===== config.mk =====
export PLATFORM = sky130hd
export DESIGN_NAME = pipeline_ctrl
export DESIGN_NICKNAME = d
export VERILOG_FILES = /design/src/rtl/pipeline_ctrl.sv
export SDC_FILE = /design/constraint.sdc
export NUM_CORES = 1
export LEC_CHECK = 0
export CAP_MARGIN = 15
export CORE_MARGIN = 2
export CORE_UTILIZATION = 43
export DETAILED_ROUTE_END_ITERATION = 8
export GPL_ROUTABILITY_DRIVEN = 0
export GPL_TIMING_DRIVEN = 0
export PLACE_DENSITY = 0.85
export RECOVER_POWER = 100
export SYNTH_ARGS = -nofsm -noshare
export SYNTH_HDL_FRONTEND = slang
export SYNTH_SLANG_ARGS = --single-unit

===== constraint.sdc =====
create_clock -name clk -period 2.3 [get_ports clk]
set_input_delay 0.23 -clock clk [delete_from_list [all_inputs] [get_ports clk]]
set_output_delay 0.23 -clock clk [all_outputs]
set_load 0.005 [all_outputs]

===== src/rtl/pipeline_ctrl.sv =====
// Stall/flush controller for the 5-stage pipeline: stage-register enables and clears,
// a memory-wait FSM for multi-cycle MEM accesses, and saturating stall/flush counters.
module pipeline_ctrl #(
  parameter int unsigned MEM_WAIT = 4,
  parameter int unsigned CNT_W    = 16
) (
  input  logic             clk,
  input  logic             rst,
  input  logic [3:0]       src1,
  input  logic [3:0]       src2,
  input  logic             two_src,
  input  logic [3:0]       exe_dest,
  input  logic             exe_wb_en,
  input  logic             exe_mem_r_en,
  input  logic [3:0]       mem_dest,
  input  logic             mem_wb_en,
  input  logic             mem_r_en,
  input  logic             mem_w_en,
  input  logic             exe_b,
  input  logic             forward_en,
  output logic             pc_en,
  output logic             if_reg_en,
  output logic             if_reg_clr,
  output logic             id_reg_en,
  output logic             id_reg_clr,
  output logic             exe_reg_en,
  output logic             mem_reg_en,
  output logic             mem_busy,
  output logic [CNT_W-1:0] stall_cnt,
  output logic [CNT_W-1:0] flush_cnt
);

  typedef enum logic {IDLE, BUSY} state_t;

  localparam logic [3:0] LAST_WAIT = 4'(MEM_WAIT - 1);

  state_t     state, state_next;
  logic [3:0] wcnt, wcnt_next;
  logic       mem_op, mem_stall;
  logic       hazard, hazard_nofwd, hazard_fwd;
  logic       stall_event, flush_event;

  assign mem_op    = mem_r_en | mem_w_en;
  assign mem_stall = mem_op & (wcnt != LAST_WAIT);
  assign mem_busy  = (state == BUSY);

  assign hazard_nofwd = (exe_wb_en & (src1 == exe_dest))
                      | (mem_wb_en & (src1 == mem_dest))
                      | (two_src & ((exe_wb_en & (src2 == exe_dest))
                                  | (mem_wb_en & (src2 == mem_dest))));
  assign hazard_fwd   = exe_mem_r_en & exe_wb_en
                      & ((src1 == exe_dest) | (two_src & (src2 == exe_dest)));
  assign hazard       = forward_en ? hazard_fwd : hazard_nofwd;

  assign stall_event = !rst & (mem_stall | (hazard & !exe_b));
  assign flush_event = !rst & !mem_stall & exe_b;

  always_ff @(posedge clk or posedge rst) begin
    if (rst) begin
      state <= IDLE;
      wcnt  <= '0;
    end else begin
      state <= state_next;
      wcnt  <= wcnt_next;
    end
  end

  // Any cycle that is not a stall (op finished or op withdrawn) returns to IDLE with wcnt cleared.
  always_comb begin
    state_next = IDLE;
    wcnt_next  = '0;
    if (mem_stall) begin
      state_next = BUSY;
      wcnt_next  = wcnt + 4'd1;
    end
  end

  always_comb begin
    pc_en      = 1'b0;
    if_reg_en  = 1'b0;
    if_reg_clr = 1'b0;
    id_reg_en  = 1'b0;
    id_reg_clr = 1'b0;
    exe_reg_en = 1'b0;
    mem_reg_en = 1'b0;
    if (rst || mem_stall) begin
      // freeze: everything stays 0, a pending branch waits in EXE
    end else if (exe_b) begin
      pc_en      = 1'b1;
      if_reg_en  = 1'b1;
      if_reg_clr = 1'b1;
      id_reg_en  = 1'b1;
      id_reg_clr = 1'b1;
      exe_reg_en = 1'b1;
      mem_reg_en = 1'b1;
    end else if (hazard) begin
      id_reg_en  = 1'b1;
      id_reg_clr = 1'b1;
      exe_reg_en = 1'b1;
      mem_reg_en = 1'b1;
    end else begin
      pc_en      = 1'b1;
      if_reg_en  = 1'b1;
      id_reg_en  = 1'b1;
      exe_reg_en = 1'b1;
      mem_reg_en = 1'b1;
    end
  end

  always_ff @(posedge clk or posedge rst) begin
    if (rst) begin
      stall_cnt <= '0;
      flush_cnt <= '0;
    end else begin
      if (stall_event && (stall_cnt != '1)) stall_cnt <= stall_cnt + 1'b1;
      if (flush_event && (flush_cnt != '1)) flush_cnt <= flush_cnt + 1'b1;
    end
  end

endmodule

Word level (Yosys, flattened, before mapping)
Cells that the tools add are included.
- eq/ne operators: 7
- $mul: 0
- multiplexer cells: 12
- divide/modulo/power cells: 0
- add/sub/neg operators: 3
- shift operators: 0
- bitwise logic cells: 19
- order comparisons: 0
- reductions and logical operators: 6
- operators by type and width (kind ; number):
    $add A16 B1 Y16 const B ; 2
    $ne A16 B16 Y1 const B ; 2
    $eq A4 B4 Y1 ; 4
    $and A1 B1 Y1 ; 13
    $mux W1 ; 11
    $or A1 B1 Y1 ; 6
    $add A4 B1 Y4 const B ; 1
    $mux W4 ; 1
    $ne A4 B2 Y1 const B ; 1
    $logic_not A1 Y1 ; 3
    $logic_and A1 B1 Y1 ; 2
    $logic_or A1 B1 Y1 ; 1
- bits in writable memories: 0
- memory bits (read-only): 0
- output and inout bits: 40
- memories: 0
- register bits after elaboration: 37
- bits of input ports: 26
- latch bits: 0

Logic depth before layout (Yosys ltp)
- depth after elaboration: 10
- depth in mapped cells: 9
- mapped depth without buffers: 8

Worst setup path before layout
Ideal clock, no wire load.
- path type: input to register
- start: in rst
- end: reg flush_cnt[11]
- data arrival time: 2370 ps
- stages: 7
- setup time: 124 ps
- slack: -194 ps
- path buffers: 0
- cells stage by stage: inv_1 -> o211ai_1 -> a311oi_2 -> and3_1 -> and4_1 -> nand2_1 -> xnor2_1
- word-level cells in the longest chain between the ends: 4
- ends and longest elaborated chain (what ; RTL line ; source):
    start: declaration ; 8 ; input logic rst,
    $logic_not A1 Y1 (no line) ; n/a ;
    $and A1 B1 Y1 (2 in series) ; 56 ; assign flush_event = !rst & !mem_stall & exe_b;
    $logic_and A1 B1 Y1 ; 116 ; if (flush_event && (flush_cnt != '1)) flush_cnt <= flush_cnt + 1'b1;
    end signal: assignment ; 116 ;
    end: declaration ; 30 ; output logic [CNT_W-1:0] flush_cnt
No other way between the ends.
A chain may end at the register's enable or synchronous reset.

Final worst setup path
- start: reg wcnt[1]
- end: out pc_en
- word-level cells in the longest chain between the ends: 4
- ends and longest elaborated chain (what ; RTL line ; source):
    start: declaration ; 38 ; logic [3:0] wcnt, wcnt_next;
    start signal: assignment ; 64 ; wcnt <= wcnt_next;
    $ne A4 B2 Y1 ; 44 ; assign mem_stall = mem_op & (wcnt != LAST_WAIT);
    $and A1 B1 Y1 ; 44 ;
    via mem_stall ; 39 ; logic mem_op, mem_stall;
    $logic_or A1 B1 Y1 ; 86 ; if (rst || mem_stall) begin
    $mux W1 ; 86 ;
    end: declaration ; 21 ; output logic pc_en,
The timed path passes the listed nets, and every way through them passes these cells.

==> flow_metrics.py <==
metrics = {
    "place": {
        "port_buffers": 65,
        "dp_hpwl_microns": 3690,
        "dpl_cell_area_sq_um": 2960,
        "dpl_worst_slack_ns": -1.09,
    },
    "sta": {
        "slew_headroom_pct": 37.6,
        "hold_viol": 0,
        "tightest_slew_ns": 0.931,
        "max_freq_mhz": 435,
        "final.min_clock_period_ns": 2.30,
        "timing.final.ws_setup_ns": -0.00149,
        "drv_slew": 0,
        "setup_viol": 1,
        "period_share_pct": 100,
        "rsz0062_at_grt": "yes",
        "final.setup_skew_ns": 0.0108,
    },
    "critical_path": {
        "cp_top_family": "simple AND/OR/NAND/NOR gates",
        "rrSetupSlack_ns": 0.16,
        "cpPeakStageDelay_ns": 0.39,
        "startpoint_type": "register",
        "r2r-start": "stall_cnt[0]$_DFFE_PP0P_",
        "worstPathArrival_ns": 2.07,
        "cp.depth": 9,
        "startpoint": "wcnt[1]$_DFF_PP0_",
        "cpMaxStageDelayCell": "dfrtp_1",
        "crit_path_end_kind": "primary output",
        "cp.buffers_inverters": 4,
        "reg2regPathDepth": 8,
        "worstSetupPathType": "register to primary output",
        "crit_chain": "ha_2 -> nor3b_4 -> or2_4 -> buf_12 -> inv_2 -> nor2_4 -> and2_1 -> buf_4 -> dlygate4sd2_1",
        "crit_end": "pc_en",
        "worstPathMaxFanout": 5,
        "cp.required_ns": 2.07,
        "timing.rr.end": "stall_cnt[4]$_DFFE_PP0P_",
    },
    "final_layout": {
        "layout_common_cells": "clkdlybuf4s50_1, dfrtp_1, xor2_1",
        "insertedDiodeCount": 0,
        "syn_to_final_growth_pct": 45.3,
        "mostFrequentLayoutCell": "clkdlybuf4s50_1",
        "layout-drive-gt1-share_pct": 20.8,
        "post-route-util_pct": 63.8,
        "fin_nets": 302,
        "final_cell_area_sq_um": 3220,
    },
    "clock_network": {
        "cts_buffers": 5,
        "cts.sinks": 37,
        "path_clk_slew_ns": 0.08,
        "cts_root_buffer": "clkbuf_8",
        "cts.hold.buffers_added": 0,
        "clk_latency_ns": 0.29,
        "cts_max_path_buffers": 2,
        "htree_levels": 2,
        "cts_tree": "built",
    },
    "synthesis": {
        "yosys_register_bits": 37,
        "ys_warn_count": 0,
        "syn_avg_cell_area_sq_um": 11.6,
        "ys_seq_area_share_pct": 41.8,
        "synthesis.area_sq_um": 2210,
        "syn-num-nets": 220,
        "yosysUniqueCellTypes": 32,
        "netlist_instances": 191,
    },
    "route": {
        "viasPerCell": 5.22,
        "first_pass_iters": 4,
        "final_antenna_net_count": 0,
        "drt_drc_violations_left": 0,
        "wl_per_cell_microns": 15.5,
        "drt_iter0_drc": 45,
        "finalWirelength_microns": 5330,
        "vias": 1795,
    },
    "floorplanning": {
        "die_h_microns": 75.7,
        "io_pins": 66,
        "rows": 26,
        "die_w_microns": 75.7,
        "core_area_sq_um": 5040,
        "dieArea_sq_um": 5740,
        "initial_utilization_pct": 43.9,
    },
    "outcome": {
        "status": "complete, but fails checks",
        "violations": "negative setup slack",
    },
    "global_routing": {
        "antenna_found_initial": 0,
        "grt_pass1_vias": 1788,
        "grt_max_degree": 20,
        "grt_first_pass_wirelength_microns": 8070,
        "grt_usage_pct": 18.7,
        "grt-ovfl-total": 0,
    },
    "pwr": {
        "p_total_uw": 2390,
        "vdd_drop_max_mv": 0.632,
        "p_leak_uw": 0.00135,
        "power_density_nw_per_um2": 744,
    },
    "hold_path": {
        "hold_path_class": "input pin to asynchronous set/reset pin",
    },
    "job": {
        "max_cap_violations": 0,
    },
}
[cell families (layout without fill, tap and decap cells)]
logic type,after synthesis,after routing,synth area share [%]
adder cells (fa/ha/maj),3,3,1.70
AND/OR/NAND/NOR,65,65,15.5
multiplexers,2,2,1.02
flip-flops,37,37,41.8
XOR/XNOR,48,48,19.0
buffers and inverters,14,97,3.67
AO/OA/AOI/OAI,22,22,17.2
[area by class of cell]
| class | instances | area [sq um] |
|---|---|---|
| plain buffers | 8 | 81.3 |
| clock buffers | 7 | 86.3 |
| clock inverters | 1 | 30.0 |
| fillers | 403 | 1830 |
| inverters | 5 | 20.0 |
| multi-input cells | 140 | 1280 |
| flip-flops and latches | 37 | 926 |
| well taps | 70 | 87.6 |
| repair buffers | 74 | 697 |
| repair inverters | 2 | 10.0 |
[worst reg2reg max path, cell delays in order (launching register included)]
cell and delay [ns]:
dfrtp_1 0.41, ha_1 0.22, and3_1 0.19, and3_1 0.24, nand2_1 0.11, nor2_2 0.27
buf_4 0.34, a2111oi_4 0.07, xor2_1 0.17
[Yosys cell counts, drive strengths merged]
cell	instances	area, sq um
dfrtp	37	926
xor2	29	254
xnor2	19	166
a2111oi	13	295
nand2	13	48.8
nand3	11	55.1
nand4	10	62.6
and3	9	56.3
nor2	9	33.8
buf	8	58.8
inv	5	18.8
and2	3	18.8
and4	3	26.3
ha	3	37.5
a211oi	2	15.0
a31oi	2	12.5
mux2	2	22.5
nor2b	2	12.5
nor3	2	10.0
a311o	1	20.0
a311oi	1	15.0
a41oi	1	8.76
clkbuf	1	3.75
nor3b	1	7.51
nor4	1	6.26
o211ai	1	7.51
o21a	1	7.51
or2	1	6.26
[state kept, by name, summed over array words and instances (netlist names)]
signal     count
flush_cnt     16
mem_busy       1
stall_cnt     16
wcnt           4
[metal layers]
layer	share of wire (%)	GRT usage [%]	vias up
met5	0	0	-
met4	2.0	8.19	0
met3	6.7	4.89	10
met2	49	32.1	66
met1	42	22.0	865
li1	-	-	854
[report_power, final]
group | internal, uW | leakage [uW] | total (uW) | switching [uW]
sequential | 795 | 0.000476 | 965 | 170
clock | 353 | 0.0000585 | 574 | 220
combinational | 485 | 0.000819 | 853 | 368
[repair_timing]
item / 4_1_cts / 5_1_grt
resized for setup: 44 / 11
pin swaps: 11 / 8
gates cloned: 2 / 0
setup endpoints to repair: 26 / 18
buffers inserted: 8 / 1
[worst min-delay path by stage]
stage	startpoint	endpoint	slack [ns]
after floorplan	rst	flush_cnt[0]$_DFFE_PP0P_	0.20
after global placement	wcnt[0]$_DFF_PP0_	wcnt[0]$_DFF_PP0_	0.45
after detailed placement	wcnt[0]$_DFF_PP0_	wcnt[0]$_DFF_PP0_	0.46
after CTS	rst	stall_cnt[5]$_DFFE_PP0P_	0.37
after global routing	rst	stall_cnt[2]$_DFFE_PP0P_	0.41
final	rst	stall_cnt[2]$_DFFE_PP0P_	0.35
[metrics by stage]
| step | hold WS, ns | instances | setup TNS (ns) |
|---|---|---|---|
| after CTS | 0.369 | 343 | -0.0654 |
| after detailed placement | 0.457 | 326 | -21.03 |
| after global routing | 0.415 | 344 | -0.0783 |
| final | 0.345 | 344 | -0.00149 |
| after floorplan | 0.198 | 191 | 0 |
| after global placement | 0.447 | 326 | -19.13 |
No activity file was read; power rests on OpenSTA's default activity.
